[src/rtl/wallace_mult_pipe.sv]
// wallace_mult_pipe
// Three-stage pipelined multiplier with a Wallace-tree reduction and
// valid/ready handshakes on both sides.
//   S1: partial-product bits, with Baugh-Wooley inversions in signed mode
//   S2: the two carry-save rows left after Wallace 3:2 / 2:2 compression
//   S3: carry-propagate sum, presented on result
// Ports:
//   clk, rst            clock and asynchronous active-high reset
//   in_valid / in_ready operand handshake; in_ready = ~out_valid | out_ready
//   input_a, input_b    WIDTH-bit operands
//   is_signed           1 = two's complement operands, 0 = unsigned
//   in_tag / out_tag    opaque sideband tag that travels with each operation
//   out_valid/out_ready result handshake
//   result              full 2*WIDTH-bit product
module wallace_mult_pipe #(
    parameter int WIDTH = 16,
    parameter int TAG_W = 4
) (
    input  logic                 clk,
    input  logic                 rst,
    input  logic                 in_valid,
    output logic                 in_ready,
    input  logic [WIDTH-1:0]     input_a,
    input  logic [WIDTH-1:0]     input_b,
    input  logic                 is_signed,
    input  logic [TAG_W-1:0]     in_tag,
    output logic                 out_valid,
    input  logic                 out_ready,
    output logic [2*WIDTH-1:0]   result,
    output logic [TAG_W-1:0]     out_tag
);

    localparam int PW     = 2 * WIDTH;
    // One row per multiplier bit plus one row of Baugh-Wooley constants.
    localparam int ROWS   = WIDTH + 1;
    // Enough 3:2 levels to bring 33 rows (WIDTH=32) down to two.
    localparam int LEVELS = 8;
    // Signed correction: +2^WIDTH + 2^(2*WIDTH-1), taken modulo 2^(2*WIDTH).
    localparam logic [PW-1:0] BW_CONST = (PW'(1) << WIDTH) | (PW'(1) << (PW - 1));

    logic             advance;

    logic [WIDTH-1:0] pp_next [WIDTH];
    logic             s1_valid;
    logic [WIDTH-1:0] s1_pp [WIDTH];
    logic             s1_signed;
    logic [TAG_W-1:0] s1_tag;

    logic [PW-1:0]    row_sum;
    logic [PW-1:0]    row_carry;
    logic             s2_valid;
    logic [PW-1:0]    s2_sum;
    logic [PW-1:0]    s2_carry;
    logic [TAG_W-1:0] s2_tag;

    // The whole pipe moves as one unit: it may shift whenever the output
    // slot is empty or is being consumed this cycle, so the input side can
    // accept in the same cycle the output side hands off.
    assign advance  = ~out_valid | out_ready;
    assign in_ready = advance;

    // Partial-product bits.  In signed mode Baugh-Wooley inverts every bit
    // that pairs exactly one sign bit with a magnitude bit; the sign*sign
    // bit stays positive.  XOR-ing with the mode flag does the inversion.
    always_comb begin
        for (int i = 0; i < WIDTH; i++) begin
            for (int j = 0; j < WIDTH; j++) begin
                pp_next[i][j] = (input_a[j] & input_b[i]) ^
                                (is_signed & ((i == WIDTH - 1) != (j == WIDTH - 1)));
            end
        end
    end

    // Wallace reduction of the registered partial products.  Each level
    // groups the live rows in threes and replaces every group with a sum
    // row and a shifted carry row; the one or two leftover rows pass
    // through untouched.  Once two rows remain later levels do nothing.
    always_comb begin
        logic [PW-1:0] tree [ROWS];
        logic [PW-1:0] nxt  [ROWS];
        int cnt;
        int ncnt;
        int rem;
        int grp;

        for (int r = 0; r < ROWS; r++) begin
            nxt[r] = '0;
        end
        for (int r = 0; r < WIDTH; r++) begin
            tree[r] = PW'(s1_pp[r]) << r;
        end
        tree[WIDTH] = s1_signed ? BW_CONST : '0;
        cnt  = ROWS;
        ncnt = 0;
        rem  = 0;
        grp  = 0;

        for (int l = 0; l < LEVELS; l++) begin
            if (cnt > 2) begin
                for (int r = 0; r < ROWS; r++) begin
                    nxt[r] = '0;
                end
                grp = cnt / 3;
                for (int g = 0; g < ROWS / 3; g++) begin
                    if (g < grp) begin
                        nxt[2*g]   = tree[3*g] ^ tree[3*g+1] ^ tree[3*g+2];
                        nxt[2*g+1] = ((tree[3*g] & tree[3*g+1]) |
                                      (tree[3*g] & tree[3*g+2]) |
                                      (tree[3*g+1] & tree[3*g+2])) << 1;
                    end
                end
                rem  = cnt % 3;
                ncnt = 2 * grp;
                for (int r = 0; r < 2; r++) begin
                    if (r < rem) begin
                        nxt[ncnt+r] = tree[3*grp+r];
                    end
                end
                tree = nxt;
                cnt  = ncnt + rem;
            end
        end

        row_sum   = tree[0];
        row_carry = tree[1];
    end

    // Pipeline registers.  Valid bits always shift on advance so bubbles
    // flow; data registers only load behind a valid operation, which keeps
    // result at zero after reset until a real product arrives.
    always_ff @(posedge clk or posedge rst) begin
        if (rst) begin
            s1_valid  <= 1'b0;
            s1_pp     <= '{default: '0};
            s1_signed <= 1'b0;
            s1_tag    <= '0;
            s2_valid  <= 1'b0;
            s2_sum    <= '0;
            s2_carry  <= '0;
            s2_tag    <= '0;
            out_valid <= 1'b0;
            result    <= '0;
            out_tag   <= '0;
        end else if (advance) begin
            s1_valid  <= in_valid;
            s2_valid  <= s1_valid;
            out_valid <= s2_valid;
            if (in_valid) begin
                s1_pp     <= pp_next;
                s1_signed <= is_signed;
                s1_tag    <= in_tag;
            end
            if (s1_valid) begin
                s2_sum   <= row_sum;
                s2_carry <= row_carry;
                s2_tag   <= s1_tag;
            end
            if (s2_valid) begin
                result  <= s2_sum + s2_carry;
                out_tag <= s2_tag;
            end
        end
    end

endmodule

[config.mk]
export PLATFORM = sky130hd
export DESIGN_NAME = wallace_mult_pipe
export DESIGN_NICKNAME = d
export VERILOG_FILES = /design/src/rtl/wallace_mult_pipe.sv
export SDC_FILE = /design/constraint.sdc
export NUM_CORES = 1
export LEC_CHECK = 0
export ABC_AREA = 1
export CORE_MARGIN = 3
export CORE_UTILIZATION = 62
export DETAILED_ROUTE_END_ITERATION = 16
export GPL_TIMING_DRIVEN = 0
export PLACE_DENSITY_LB_ADDON = 0.08
export SETUP_SLACK_MARGIN = 0.15
export SLEW_MARGIN = 20
export SYNTH_ARGS = -nofsm -noshare
export SYNTH_HDL_FRONTEND = slang
export SYNTH_SLANG_ARGS = --single-unit
[constraint.sdc]
create_clock -name clk -period 13.35 [get_ports clk]
set_clock_uncertainty 0.05 [all_clocks]
set_input_delay 2.0025 -clock clk [delete_from_list [all_inputs] [get_ports clk]]
set_output_delay 2.0025 -clock clk [all_outputs]
set_load 0.1 [all_outputs]
==> results.json <==
{
  "cts_resized": 0,
  "rsz0062_at_grt": "false",
  "numCtsBuffers": 40,
  "finalCritPeriodShare_pct": 43.8,
  "place_inst": 2976,
  "area_growth_pct": 11.5,
  "grt_overflow_total": 0,
  "yosysWarningCount": 0,
  "fp.coreArea_um2": 34700,
  "syn_inst": 2472,
  "htree_num_levels": 2,
  "dieArea_um2": 37700,
  "clk_latency_ps": 580,
  "wl_um": 62400,
  "crit_slowest_cell": "clkdlybuf4s50_1",
  "synth.area.top_cells": "dfrtp_1 (41%), fa_1 (18%), nand2_1 (13%)",
  "die_width_um": 194,
  "syn-num-nets": 2807,
  "clk_pin_slew_ps": 60,
  "cts-hold-fix-buffers": 0,
  "slowest_delay_ps": 1150,
  "gp_congestion": 0.973,
  "fmax_mhz": 171,
  "worstPathCellList": "clkdlybuf4s50_1, nor2_2, inv_2, clkdlybuf4s50_1",
  "multiInputGateArea_um2": 10800,
  "antenna_found_initial": 1,
  "ant_nets": 0,
  "cpMostUsedCell": "clkdlybuf4s50_1",
  "rrSetupSlack_ps": 9270,
  "final_util_pct": 70.5,
  "end_kind": "output port",
  "cts_tree": "yes",
  "cp_max_fo": 5,
  "register_area_um2": 9030,
  "initial_core_util_pct": 63.2,
  "worstHoldPathType": "reg -> reg",
  "grt_max_degree": 93,
  "stdcell_count": 3049,
  "drive_above_1_share_pct": 6.17,
  "synth_cell_type_count": 27,
  "first_pass_iters": 6,
  "path_class": "in -> out",
  "dpl.hpwl_um": 46800,
  "setup_viol": 0,
  "fin_setup_tns_ps": 0,
  "routed-via-count": 16900,
  "required_ps": 11300,
  "post_cts_buffers": 0,
  "worstSetupStartpointType": "input pin",
  "slew_violations": 0,
  "nNetsFinal": 2898,
  "ys_seq_area_share_pct": 41.2,
  "worst_slew_pin_slew_ps": 1040,
  "cts_sinks": 361,
  "diodes": 0,
  "status": "complete, no violations",
  "yosysTopAreaCell": "dfrtp_1",
  "max_cap_violations": 0,
  "grt_pass1_vias": 17200,
  "initialDrtViolationCount": 1397,
  "fillers": 2797,
  "wl_per_cell_um": 20.5,
  "hold_viol": 0,
  "avgSynthCellArea_um2": 8.88,
  "port_buffers": 45,
  "ys_ff_latch": 361,
  "cts-root-buf": "clkbuf_16",
  "die-height_um": 194,
  "cts_max_path_buffers": 3,
  "period_minus_slack_ps": 5840,
  "ioPinCount": 79,
  "slew_headroom_pct": 30.5,
  "syn-cell-area_um2": 21900,
  "num_rows": 68,
  "grt_use_total_pct": 34.0,
  "post-route-drc-count": 0,
  "synth_top_cell_area_share_pct": 41.2,
  "routed_via_density": 5.55,
  "arrival_ps": 3790,
  "grt_pass1_wl_um": 97600
}
[placed cells by master, fill, tap and decap left out]
master           instances
inv_8                    1
fa_1                   201
clkbuf_16               41
inv_6                    2
inv_1                  394
bufinv_16                4
clkdlybuf4s50_1         45
buf_4                    1
nor2_2                   7
buf_1                    5
nor3_1                   2
and2_1                   2
o21ai_1                 87
nand4_1                  6
o21ai_0                206
inv_2                    7
nand3b_1                 6
dfrtp_1                361
clkbuf_8                11
nor2_1                  28
xor2_1                  31
xnor2_1                  7
clkinv_2                 7
nand2_4                  1
nand2_2                  6
nor2_4                   2
ha_1                    93
nand2_1                757
buf_16                   4
a31oi_1                  2
nand3_1                107
clkinvlp_4               2
or2_1                    2
clkbuf_1                80
buf_2                   64
a21oi_1                 12
[cell families after synthesis]
family                   after synthesis  synth area share, %
AND/OR/NAND/NOR                      926                 16.9
buffers and inverters                546                 9.72
flip-flops                           361                 41.2
AO/OA/AOI/OAI                        307                 7.01
adder cells (fa/ha/maj)              294                 23.6
XOR/XNOR                              38                 1.52
[through the flow]
step / hold slack (ps) / setup WS [ps] / area [um^2]
global placement: 395 / -3080 / 23000
CTS: 423 / 7500 / 24500
global route: 448 / 7470 / 24500
finish: 422 / 7510 / 24500
floorplan: 382 / 1280 / 21900
detailed placement: 408 / 7510 / 23100
[metal layers]
| layer | wire length (um) | GRT usage (%) |
|---|---|---|
| met1 | 24800 | 45.7 |
| met2 | 28400 | 53.0 |
| met3 | 6500 | 9.75 |
| met4 | 2680 | 13.6 |
| met5 | 13 | 0 |
[cell type report]
type	count	area share, %
tap	455	2.33
buffer	144	2.55
sequential	361	36.9
clock inverter	15	0.767
multi-input combinational	1565	44.0
timing repair buffer	49	2.29
inverter	402	6.20
clock buffer	58	4.90
[registers in the layout (all words and copies together), names as in the netlist]
name / count
out_tag: 4
s2_valid: 1
s2_sum: 32
s1_pp: 256
s1_tag: 4
result: 32
s2_tag: 4
s1_valid: 1
out_valid: 1
s1_signed: 1
s2_carry: 25
[path summary, 6_finish.rpt]
kind	start	end	cells after the start
max	out_ready	in_ready	4
min	result[7]	result[7]	2
max reg2reg	s1_pp[18]	s2_sum[17]	12
min reg2reg	result[7]	result[7]	2
max in group asynchronous	rst	s1_pp[212]	3
min in group asynchronous	rst	result[27]	2
[worst max-delay path, delay by kind of cell]
kind / cells / cell delay [ps]
simple gates: 1 / 60
buf+inv: 3 / 1730
[synthesized netlist by cell type (all sizes together)]
cell / n
nand2: 764
xor2: 31
nand3: 107
nand4: 6
buf: 70
clkbuf: 74
nand3b: 6
fa: 201
dfrtp: 361
nor3: 2
and2: 2
ha: 93
inv: 402
o21ai: 293
nor2: 37
or2: 2
xnor2: 7
a31oi: 2
a21oi: 12
Power is left out: the tool's default activity adds up to more than one toggle a clock period on the data nets, which glitch-free logic cannot reach.
